===== config.mk =====
export PLATFORM = sky130hd
export DESIGN_NAME = rvskid_buf
export DESIGN_NICKNAME = d
export VERILOG_FILES = /design/src/rtl/rvskid_pkg.sv /design/src/rtl/rvskid_entry.sv /design/src/rtl/rvskid_buf.sv
export SDC_FILE = /design/constraint.sdc
export NUM_CORES = 1
export LEC_CHECK = 0
export CAP_MARGIN = 20
export CORE_ASPECT_RATIO = 1.2
export CORE_UTILIZATION = 52
export DETAILED_ROUTE_END_ITERATION = 8
export GPL_TIMING_DRIVEN = 0
export PLACE_DENSITY = 0.85
export SLEW_MARGIN = 20
export SYNTH_ARGS = -nofsm -noshare
export SYNTH_HDL_FRONTEND = slang
export SYNTH_SLANG_ARGS = --single-unit

===== constraint.sdc =====
create_clock -name clk -period 2.7 [get_ports clk]
set_input_delay 0.54 -clock clk [delete_from_list [all_inputs] [get_ports clk]]
set_output_delay 0.54 -clock clk [all_outputs]
set_load 0.005 [all_outputs]

===== src/rtl/rvskid_pkg.sv =====
// Shared types and defaults for the rvskid_buf skid buffer.
package rvskid_pkg;

    typedef enum logic [1:0] {
        EMPTY = 2'b00,
        ONE   = 2'b01,
        FULL  = 2'b11
    } skid_state_e;

    localparam int STALL_CNT_W_DEF = 16;

endpackage


===== src/rtl/rvskid_entry.sv =====
// One buffer slot: WIDTH-bit data register plus valid bit.
// clr drops the valid bit but leaves the data register untouched.
module rvskid_entry #(
    parameter int WIDTH = 63
) (
    input  logic             clk,
    input  logic             rst,
    input  logic             clr,
    input  logic             ld,
    input  logic [WIDTH-1:0] ld_data,
    input  logic             valid_nxt,
    output logic             valid,
    output logic [WIDTH-1:0] data
);

    always_ff @(posedge clk) begin
        if (rst) begin
            valid <= 1'b0;
            data  <= '0;
        end else if (clr) begin
            valid <= 1'b0;
        end else begin
            valid <= valid_nxt;
            if (ld) begin
                data <= ld_data;
            end
        end
    end

endmodule


===== src/rtl/rvskid_buf.sv =====
// Two-entry skid buffer ahead of the result register bank; in_ready is a flop.
// Optional stall counter is built only when RVSKID_STALL_CNT_EN is defined.
//
// state | meaning
// EMPTY | no entry held, out_valid=0
// ONE   | main entry held, skid free
// FULL  | main and skid held, in_ready=0
module rvskid_buf
    import rvskid_pkg::*;
#(
    parameter int WIDTH       = 63,
    parameter int STALL_CNT_W = STALL_CNT_W_DEF
) (
    input  logic                   clk,
    input  logic                   rst,
    input  logic                   flush,
    input  logic                   in_valid,
    output logic                   in_ready,
    input  logic [WIDTH-1:0]       in_data,
    output logic                   out_valid,
    input  logic                   out_ready,
    output logic [WIDTH-1:0]       out_data,
    output logic [STALL_CNT_W-1:0] stall_cnt
);

    logic             main_v, skid_v;
    logic [WIDTH-1:0] main_d, skid_d;
    logic             in_fire, out_fire;
    logic             main_ld, main_from_skid, skid_ld;
    logic             ready_q;
    skid_state_e      state, state_nxt;

    assign state     = skid_state_e'({skid_v, main_v});
    assign in_ready  = ready_q;
    assign out_valid = main_v;
    assign out_data  = main_d;
    assign in_fire   = in_valid & ready_q;
    assign out_fire  = main_v & out_ready;

    always_comb begin
        state_nxt      = state;
        main_ld        = 1'b0;
        main_from_skid = 1'b0;
        skid_ld        = 1'b0;
        unique case (state)
            EMPTY: begin
                if (in_fire) begin
                    main_ld   = 1'b1;
                    state_nxt = ONE;
                end
            end
            ONE: begin
                if (in_fire && out_fire) begin
                    main_ld = 1'b1;
                end else if (in_fire) begin
                    skid_ld   = 1'b1;
                    state_nxt = FULL;
                end else if (out_fire) begin
                    state_nxt = EMPTY;
                end
            end
            FULL: begin
                if (out_fire) begin
                    main_ld        = 1'b1;
                    main_from_skid = 1'b1;
                    state_nxt      = ONE;
                end
            end
            default: state_nxt = EMPTY;
        endcase
    end

    rvskid_entry #(.WIDTH(WIDTH)) u_main (
        .clk       (clk),
        .rst       (rst),
        .clr       (flush),
        .ld        (main_ld),
        .ld_data   (main_from_skid ? skid_d : in_data),
        .valid_nxt (state_nxt[0]),
        .valid     (main_v),
        .data      (main_d)
    );

    rvskid_entry #(.WIDTH(WIDTH)) u_skid (
        .clk       (clk),
        .rst       (rst),
        .clr       (flush),
        .ld        (skid_ld),
        .ld_data   (in_data),
        .valid_nxt (state_nxt[1]),
        .valid     (skid_v),
        .data      (skid_d)
    );

    // Registered form of ~skid_v & ~rst_q: low during reset and the first cycle after it.
    always_ff @(posedge clk) begin
        if (rst) begin
            ready_q <= 1'b0;
        end else if (flush) begin
            ready_q <= 1'b1;
        end else begin
            ready_q <= ~state_nxt[1];
        end
    end

`ifdef RVSKID_STALL_CNT_EN
    logic [STALL_CNT_W-1:0] stall_q;

    always_ff @(posedge clk) begin
        if (rst) begin
            stall_q <= '0;
        end else if (main_v && !out_ready && !(&stall_q)) begin
            stall_q <= stall_q + 1'b1;
        end
    end

    assign stall_cnt = stall_q;
`else
    assign stall_cnt = '0;
`endif

    a_no_illegal_state: assert property (@(posedge clk) disable iff (rst) !(skid_v && !main_v));

endmodule


# Yosys cells after proc, flatten, opt, wreduce, memory -nomap -nowiden
# Index checks and enable logic that the tools add are counted.
dict set report op_classes {
  n_eq_ne 6
  n_reduce_logical 6
  n_bitwise 4
  n_mux 15
}
# operator n
set op_table {}
lappend op_table {{63-bit two-way mux} 1}
lappend op_table {{2-bit two-way mux} 5}
lappend op_table {{1-bit two-way mux} 7}
lappend op_table {{2-bit != test (second input constant)} 3}
lappend op_table {{2-bit case mux with 3 select lines} 1}
lappend op_table {{2-bit AND reduction} 2}
lappend op_table {{4-bit AND reduction} 1}
lappend op_table {{3-bit != test (second input constant)} 1}
lappend op_table {{1-bit case mux with 3 select lines} 1}
lappend op_table {{1-bit AND} 2}
lappend op_table {{2-bit by 1-bit == test with 1-bit output (second input constant)} 1}
lappend op_table {{2-bit == test (second input constant)} 1}
lappend op_table {{2-bit zero test} 1}
lappend op_table {{1-bit inverter} 2}
lappend op_table {{2-bit OR reduction} 1}
lappend op_table {{1-bit logical AND} 1}
dict set report totals {
  inputBits 68
  output_inout_bits 81
  reg_bits 129
}

# Logic depth before layout (Yosys ltp)
# Gate-level depths: netlist of run 1.
dict set report depth {
  word_depth 7
  ltp_mapped 6
  ltp_nobuf 4
}

# Hierarchy
# From an unflattened synthesis of run 1, not the netlist that was laid out.
dict set report hier_totals {
  cells_unflattened 679
  hier_area_um2 7465.9
}
# module instances area_per_inst_um2 cells_each seq_area_each_um2
set modules_own_cells {}
lappend modules_own_cells {rvskid_entry 2 3223.1 290 1281.2}
lappend modules_own_cells {rvskid_buf 1 1019.7 99 20.0}

# Worst setup path before layout of run 1
# Ideal clock, no wire load.
dict set report synth_path {
  path_kind {input to register}
  from {input port flush}
  to {register u_skid.data[2]}
  stages 6
  arrival_ns 1.720
  slack_ns 0.840
  setup_time_ns 0.140
  cell_sequence {or3b_1 > or3_1 > buf_2 > buf_6 > nand2_1 > a21oi_1}
}
dict set report synth_via {
  elab_chain_cells 2
}
# element line
set synth_rtl {}
lappend synth_rtl {{from (decl)} rvskid_buf.sv:16} ;# input logic flush,
lappend synth_rtl {{1-bit inverter (no source line)} --}
lappend synth_rtl {{2-bit AND reduction (no source line)} --}
lappend synth_rtl {{to (signal assigned)} rvskid_entry.sv:25} ;# data <= ld_data;
lappend synth_rtl {{to (decl)} rvskid_entry.sv:13} ;# output logic [WIDTH-1:0] data
# Every way passes these cells.
# A chain may end at the register's enable or synchronous reset.

# Final worst setup path of run 1
dict set report layout_path {
  from {input port flush}
  to {register u_skid.data[34]}
}
# The elaborated chain is that of the path after synthesis.

==> results of run 1 <==
worst max-delay path: cells and delay by family:
kind	cells	cell delay, ns
AOI/OAI and AO/OA	1	0.08
and+or+nand+nor	3	0.91
buffers and inverters	3	0.88
cell usage in the layout, fill, tap and decap left out:
| cell type | count |
|---|---|
| clkbuf_1 | 14 |
| dfxtp_1 | 129 |
| conb_1 | 16 |
| clkinvlp_4 | 4 |
| nor3_4 | 1 |
| mux2i_1 | 63 |
| or3_1 | 1 |
| buf_2 | 14 |
| or2_1 | 1 |
| nand2_1 | 128 |
| a211oi_4 | 1 |
| or3b_1 | 1 |
| nand3_1 | 1 |
| a211oi_2 | 63 |
| inv_6 | 3 |
| clkdlybuf4s50_1 | 131 |
| bufinv_16 | 5 |
| clkinv_4 | 3 |
| nor2_1 | 66 |
| buf_6 | 17 |
| buf_4 | 18 |
| nand2b_1 | 1 |
| nor3_1 | 2 |
| a21oi_1 | 65 |
| clkbuf_16 | 17 |
metal layers:
layer	track usage	wire length, µm	vias up
li1	-	-	2298
met1	0.267	5650	2253
met2	0.461	7320	164
met3	0.0808	877	14
met4	0.0896	155	0
met5	0	0	-
synth_stat cells:
cell	number
a211oi_2	63
a211oi_4	1
a21oi_1	65
buf_2	14
buf_4	18
buf_6	17
clkbuf_1	14
conb_1	1
dfxtp_1	129
mux2i_1	63
nand2_1	128
nand2b_1	1
nand3_1	1
nor2_1	66
nor3_1	2
nor3_4	1
or2_1	1
or3_1	1
or3b_1	1
metrics by stage:
stage / util / hold WS, ns
final: 0.743 / 0.453
after floorplan: - / 0.436
after global placement: 0.680 / 0.441
after global routing: 0.743 / 0.467
after detailed placement: 0.680 / 0.446
after CTS: 0.743 / 0.453
area by class of cell:
cell class	count	area [µm²]
well taps	129	161
clock inverters	15	233
flip-flops and latches	129	2580
clock buffers	17	425
fillers	752	2690
multi-input cells	410	2610
plain buffers	63	449
repair buffers	131	1310
logic make-up (layout without fill, tap and decap cells):
family / count (synthesis) / after routing / share of synthesized area
buf+inv: 63 / 226 / 0.0804
other cells: 1 / 16 / 0.000671
simple gates: 202 / 202 / 0.141
flops: 129 / 129 / 0.462
compound gates: 129 / 129 / 0.203
mux: 63 / 63 / 0.113
where the power goes:
| part | internal (µW) | switching (µW) |
|---|---|---|
| Combinational | 272 | 217 |
| Clock | 1650 | 890 |
| Sequential | 1960 | 31.0 |
state kept, by name (all words and copies together) (netlist names):
signal	count
u_skid.data	63
u_skid.valid	1
in_ready	1
u_main.valid	1
u_main.data	63
worst paths after layout:
check,slack (ns),end,startpoint,depth (start not counted)
worst max-delay path,0.57,u_skid.data[34]$_SDFFE_PP0P_,flush,7
worst min-delay path,0.45,u_skid.data[30]$_SDFFE_PP0P_,u_skid.data[30]$_SDFFE_PP0P_,2
worst max register to register,0.72,u_main.data[19]$_SDFFE_PP0P_,u_skid.valid$_SDFF_PP0_,5
worst min register to register,0.45,u_skid.data[30]$_SDFFE_PP0P_,u_skid.data[30]$_SDFFE_PP0P_,2
==> impl_metrics.toml, run 1 <==
[global_route]
grt_pass1_vias = 4662
grt_overflow = 0
grt_max_degree = 17
grt_use_total = 0.249
antenna_found_initial = 0
grt_pass1_wl_um = 22200

[cells_and_area]
nets = 820
fin_cells = 894
antennaDiodeCount = 0
layout-drive-gt1-share = 0.191
area_delta_synth_final_pct = 39.1
final_cell_area_um2 = 7770

[cts]
cts.path.max_buffers = 2
cts_setup_buffers = 0
cts_sinks = 129
cts_resized = 0
cts.clk_slew.worst_paths_ns = 0.06
postCtsHoldBufs = 0
cts-root-buf = "clkbuf_16"
cts_tree = "yes"
htree_levels = 4
numCtsBuffers = 17
clock_latency_ns = 0.41

[drt]
wl_per_cell_um = 15.7
vias = 4729
ant_nets = 0
wl_um = 14000
drtIter0Drc = 191
vias_per_cell = 5.29
drc = 0
dr.pass1.iters = 4

[sta]
max_freq_mhz = 470
hold_viol = 0
fin_crit_ns = 2.13
fin_skew_ns = 0.00456
slew_headroom = 0.504
setup-tns-final_ns = 0
setup_viol = 0
rsz0062_at_grt = "no"
final_max_slew_viol_count = 0
worst_pin_slew_ns = 0.744
fin_crit_sh = 0.788
fin_ws_ns = 0.572

[die]
io_pins = 149
num_rows = 41
core-area_um2 = 10500
die_area_um2 = 11200
initial_core_util = 0.534
die_h_um = 116
chipWidth_um = 96.6

[yosys]
synth.top_cell.area_share = 0.462
ys_ff_latch = 129
netlist_instances = 587
netlist_top_cells_area = "dfxtp_1 46%, a211oi_2 14%, mux2i_1 11%, nand2_1 8.6%, a21oi_1 5.8%"
syn_area_per_cell_um2 = 9.52
yosysUniqueCellTypes = 19
synthesis.area_um2 = 5590
yosys.area.top_type = "dfxtp_1"
ys_warn_count = 0
seq_area_frac_synth = 0.462

[placement]
placed_area_um2 = 7120
dp_slack_ns = 0.177
place_inst = 862
place_congestion = 0.787
dp_hpwl_um = 9870
port_buffers = 131

[worst_setup_path]
crit_type = "in2reg"
worst_ep_arrival_time_ns = 2.40
slowest_stage = "or3b_1"
crit_fanout = 10
path_cells = "clkdlybuf4s50_1 -> or3b_1 -> or3_1 -> buf_2 -> buf_6 -> nand2_1 -> a21oi_1"
cp.required_ns = 2.98
end_kind = "flip-flop"
startpoint_type = "primary input"
slowest_delay_ns = 0.50

[run]
cap_violations = 0

[power_and_ir_drop]
p_total_uw = 5020
p_per_area_nw_per_um2 = 645
vdd_ir_drop_max_v = 0.000450
power.leakage_uw = 0.00313

[outcome]
outcome = "finished clean"

[min_path]
hp-class = "reg2reg"
Note: power is estimated with default switching activity, not from simulation.
==> inputs of run 2 (changes only) <==
Settings changed: CORE_UTILIZATION 52 to 44, PLACE_DENSITY 0.85 to 0.77.
Clock period 2.7 ns to 1.93 ns, I/O delays scaled along.
==> impl_metrics.toml, run 2 (synthesis results as in run 1) <==
[drt]
drc = 0
vias_per_cell = 5.02
wl_per_cell_um = 15.0
drtIter0Drc = 197
ant_nets = 0
vias = 4678
dr.pass1.iters = 4
wl_um = 13900

[worst_setup_path]
worst_ep_arrival_time_ns = 2.12
startpoint_type = "primary input"
end_kind = "flip-flop"
crit_type = "in2reg"
path_cells = "clkdlybuf4s50_1 -> or3b_4 -> or3_1 -> buf_4 -> buf_6 -> nand2_1 -> a21oi_1"
cp_top_family = "buffers and inverters"
slowest_stage = "clkdlybuf4s50_1"
crit_fanout = 10
path_buf_inv = 3
reg2reg_depth = 6
cp.required_ns = 2.19
slowest_delay_ns = 0.48
path_depth = 7

[sta]
setup_viol = 0
fin_ws_ns = 0.0729
final_max_slew_viol_count = 0
fin_hold_ws_ns = 0.307
max_freq_mhz = 538
fin_crit_sh = 0.962
hold_viol = 0
fin_crit_ns = 1.86
fin_skew_ns = 0.00650
slew_headroom = 0.495
worst_pin_slew_ns = 0.757
rsz0062_at_grt = "no"

[power_and_ir_drop]
internal_power_uw = 5090
seqPwrFrac = 0.420
combPwrFrac = 0.104
p_per_area_nw_per_um2 = 849
vdd_ir_drop_max_v = 0.000539
switchingPower_uw = 1540
power.leakage_uw = 0.00314
swShare = 0.232
pwr-share-clk = 0.476

[cells_and_area]
area_delta_synth_final_pct = 39.6
nets = 826
final_cell_mix = "130 x clkdlybuf4s50_1, 129 x dfxtp_1, 128 x nand2_1, 66 x nor2_1, 65 x a21oi_1"
n_fill_cell = 1030
final_util = 0.638
layout-drive-gt1-share = 0.197
final_cell_area_um2 = 7800
regArea_um2 = 2580
reg_top3 = "u_main.data x63, u_skid.data x63"
multi_input_area_um2 = 2610
final_common_cell = "clkdlybuf4s50_1"
antennaDiodeCount = 0

[global_route]
grt_pass1_wl_um = 22400
met3_usage = 0.0667
antenna_found_initial = 0
grt_use_met2 = 0.383
gr-usage-met1 = 0.238
grt_use_total = 0.213
busiest_layer = "met2"
grt_pass1_vias = 4690
grt_max_degree = 17
grt_overflow = 0

[cts]
clock_latency_ns = 0.41
cts-root-buf = "clkbuf_16"
htree_levels = 4
cts.path.max_buffers = 2
cts_sinks = 129
numCtsBuffers = 17
cts_tree = "yes"
cts.clk_slew.worst_paths_ns = 0.06
postCtsHoldBufs = 0

[die]
initial_core_util = 0.457
chipWidth_um = 105
die_area_um2 = 13200
io_pins = 149
num_rows = 44
core-area_um2 = 12200
die_h_um = 125

[placement]
port_buffers = 131
placed_area_um2 = 7160
dp_slack_ns = -0.481
place_congestion = 0.813
dp_hpwl_um = 9940

[min_path]
hp-class = "in2reg"
holdPathStages = 2

[outcome]
outcome = "finished clean"

[run]
cap_violations = 0
-- run 2: layer usage --
layer / routed length [µm] / up-vias
met4: 127 / 0
met5: 0 / -
met2: 7260 / 147
met3: 924 / 13
li1: - / 2319
met1: 5610 / 2199
-- run 2: power by group through the flow --
| stage | logic, µW | registers (µW) | clock network (µW) |
|---|---|---|---|
| 2_1_floorplan | 316 | 2840 | 0 |
| 3_3_place_gp | 669 | 2840 | 0 |
| 3_5_place_dp | 682 | 2840 | 0 |
| 4_1_cts | 691 | 2780 | 3200 |
| 5_1_grt | 738 | 2790 | 3310 |
| 6_report | 686 | 2780 | 3150 |
-- run 2: stage by stage --
| stage | power, µW | setup TNS (ns) | instances |
|---|---|---|---|
| floorplan | 3150 | 0 | 602 |
| detailed placement | 3520 | -52.76 | 894 |
| finish | 6620 | 0 | 931 |
| CTS | 6680 | 0 | 931 |
| global placement | 3500 | -47.37 | 894 |
| global route | 6840 | 0 | 931 |
-- run 2: cell type report --
| type | count | area share |
|---|---|---|
| Buffer | 63 | 0.0579 |
| Clock buffer | 19 | 0.0581 |
| Clock inverter | 12 | 0.0175 |
| Multi-Input combinational cell | 410 | 0.335 |
| Sequential cell | 129 | 0.331 |
| Tap cell | 161 | 0.0258 |
| Timing Repair Buffer | 137 | 0.174 |
-- run 2: timing repair --
action,4_1_cts,5_1_grt
pin swaps,2,0
setup endpoints to repair,47,60
gates resized for setup,1,3
cloned,0,0
buffers inserted,6,0
-- run 2: path summary, 6_finish.rpt --
| check | slack, ns | endpoint | startpoint |
|---|---|---|---|
| min | 0.31 | u_main.valid$_SDFFE_PP0P_ | flush |
| min reg2reg | 0.45 | u_skid.data[12]$_SDFFE_PP0P_ | u_skid.data[12]$_SDFFE_PP0P_ |
| max | 0.07 | u_skid.data[5]$_SDFFE_PP0P_ | out_ready |
| max reg2reg | 0.11 | u_skid.data[5]$_SDFFE_PP0P_ | u_main.valid$_SDFFE_PP0P_ |
==> inputs of run 3 (changes only) <==
Settings changed: CORE_MARGIN set to 10, RECOVER_POWER set to 50.
==> impl_metrics.toml, run 3 (synthesis results as in run 1) <==
[outcome]
outcome = "finished clean"

[cells_and_area]
area_delta_synth_final_pct = 40.2
layout-drive-gt1-share = 0.193
nets = 828
reg_top3 = "u_main.data x63, u_skid.data x63"
n_fill_cell = 1054
final_cell_mix = "129 x dfxtp_1, 128 x nand2_1, 67 x clkdlybuf4s50_1, 66 x nor2_1, 65 x a21oi_1"
fin_cells = 937
final_common_cell = "dfxtp_1"
final_util = 0.624

[cts]
numCtsBuffers = 17
postCtsHoldBufs = 0
cts_sinks = 129
cts.path.max_buffers = 2
cts-root-buf = "clkbuf_16"
htree_levels = 4
cts_tree = "yes"
cts.clk_slew.worst_paths_ns = 0.05
clock_latency_ns = 0.41

[worst_setup_path]
cp.required_ns = 2.20
worst_ep_arrival_time_ns = 2.11
startpoint_type = "primary input"
crit_type = "in2reg"
end_kind = "flip-flop"
crit_fanout = 10

[die]
initial_core_util = 0.445
die_area_um2 = 17600
die_h_um = 143
io_pins = 149
chipWidth_um = 123
core-area_um2 = 12600
num_rows = 45

[sta]
fin_hold_ws_ns = 0.248
slew_headroom = 0.514
worst_pin_slew_ns = 0.728
rsz0062_at_grt = "no"
fin_skew_ns = 0.00715
setup_viol = 0
hold_viol = 0
fin_crit_ns = 1.84
fin_crit_sh = 0.954
final_max_slew_viol_count = 0
max_freq_mhz = 543

[drt]
wl_per_cell_um = 16.2
vias = 4698
drtIter0Drc = 210
drc = 0
ant_nets = 0
dr.pass1.iters = 4
vias_per_cell = 5.01
wl_um = 15200

[power_and_ir_drop]
vdd_ir_drop_max_v = 0.000583
p_total_uw = 6820
p_per_area_nw_per_um2 = 871
power.leakage_uw = 0.00335

[placement]
port_buffers = 131
place_congestion = 0.828
place_inst = 897
dp_hpwl_um = 11300

[run]
cap_violations = 0

[global_route]
grt_overflow = 0
grt_use_total = 0.173
grt_max_degree = 17
antenna_found_initial = 0
grt_pass1_vias = 4926
grt_pass1_wl_um = 24600

[min_path]
hp-class = "in2reg"
[run 3: cell types whose count changed in the layout (fill, tap and decap cells not counted), sizes merged]
cell,before,now
clkinvlp,6,4
inv,0,1
buf,55,51
clkbuf,33,38
dlygate4sd3,0,63
diode,0,1
bufinv,2,4
clkdlybuf4s50,130,67
[run 3: what timing repair did]
action / in CTS / in global routing
pin swaps: 2 / 0
hold endpoints to repair: 0 / 0
setup endpoints to repair: 72 / 57
buffers inserted: 8 / 0
gates resized for setup: 1 / 5
[run 3: layout make-up]
cell class | instances | area (µm²) | area share
clock buffers | 18 | 439 | 0.0561
flip-flops and latches | 129 | 2580 | 0.330
diodes | 1 | 2.50 | 0.000320
well taps | 164 | 205 | 0.0262
plain buffers | 63 | 457 | 0.0583
clock inverters | 13 | 186 | 0.0238
multi-input cells | 410 | 2590 | 0.331
repair buffers | 139 | 1370 | 0.174
[run 3: report_power, final]
group | switching, µW | internal, µW
combinational | 306 | 357
clock | 1180 | 2190
sequential | 40.7 | 2740
total | 1530 | 5290
[run 3: through the flow]
step	setup slack, ns	area, µm²	TNS (ns)
2_1_floorplan	0.224	5640	0
3_3_place_gp	-0.459	7160	-49.47
3_5_place_dp	-0.455	7160	-52.08
4_1_cts	0.0110	7850	0
5_1_grt	0.0286	7830	0
6_report	0.0894	7830	0
[run 3: path summary, 6_finish.rpt]
kind,start,to,slack [ns],cells after the start
setup / recovery,out_ready,u_skid.data[38]$_SDFFE_PP0P_,0.09,7
hold / removal,flush,u_main.valid$_SDFFE_PP0P_,0.25,2
setup reg to reg,u_main.valid$_SDFFE_PP0P_,u_skid.data[38]$_SDFFE_PP0P_,0.11,6
hold reg to reg,u_skid.data[60]$_SDFFE_PP0P_,u_skid.data[60]$_SDFFE_PP0P_,0.45,2
[run 3: metal layers]
layer | GRT usage | part of all wire | routed length, µm | vias up
li1 | - | - | - | 2320
met1 | 0.185 | 0.39 | 5860 | 2235
met2 | 0.299 | 0.51 | 7780 | 129
met3 | 0.0750 | 0.092 | 1390 | 14
met4 | 0.0540 | 0.010 | 155 | 0
met5 | 0 | 0 | 0 | -
[run 3: worst max-delay path, cell delays in order]
cell and delay, ns:
clkdlybuf4s50_1 0.47, or3b_4 0.43, or3_1 0.32, buf_4 0.20
buf_6 0.15, nand2_1 0.06, a21oi_1 0.08
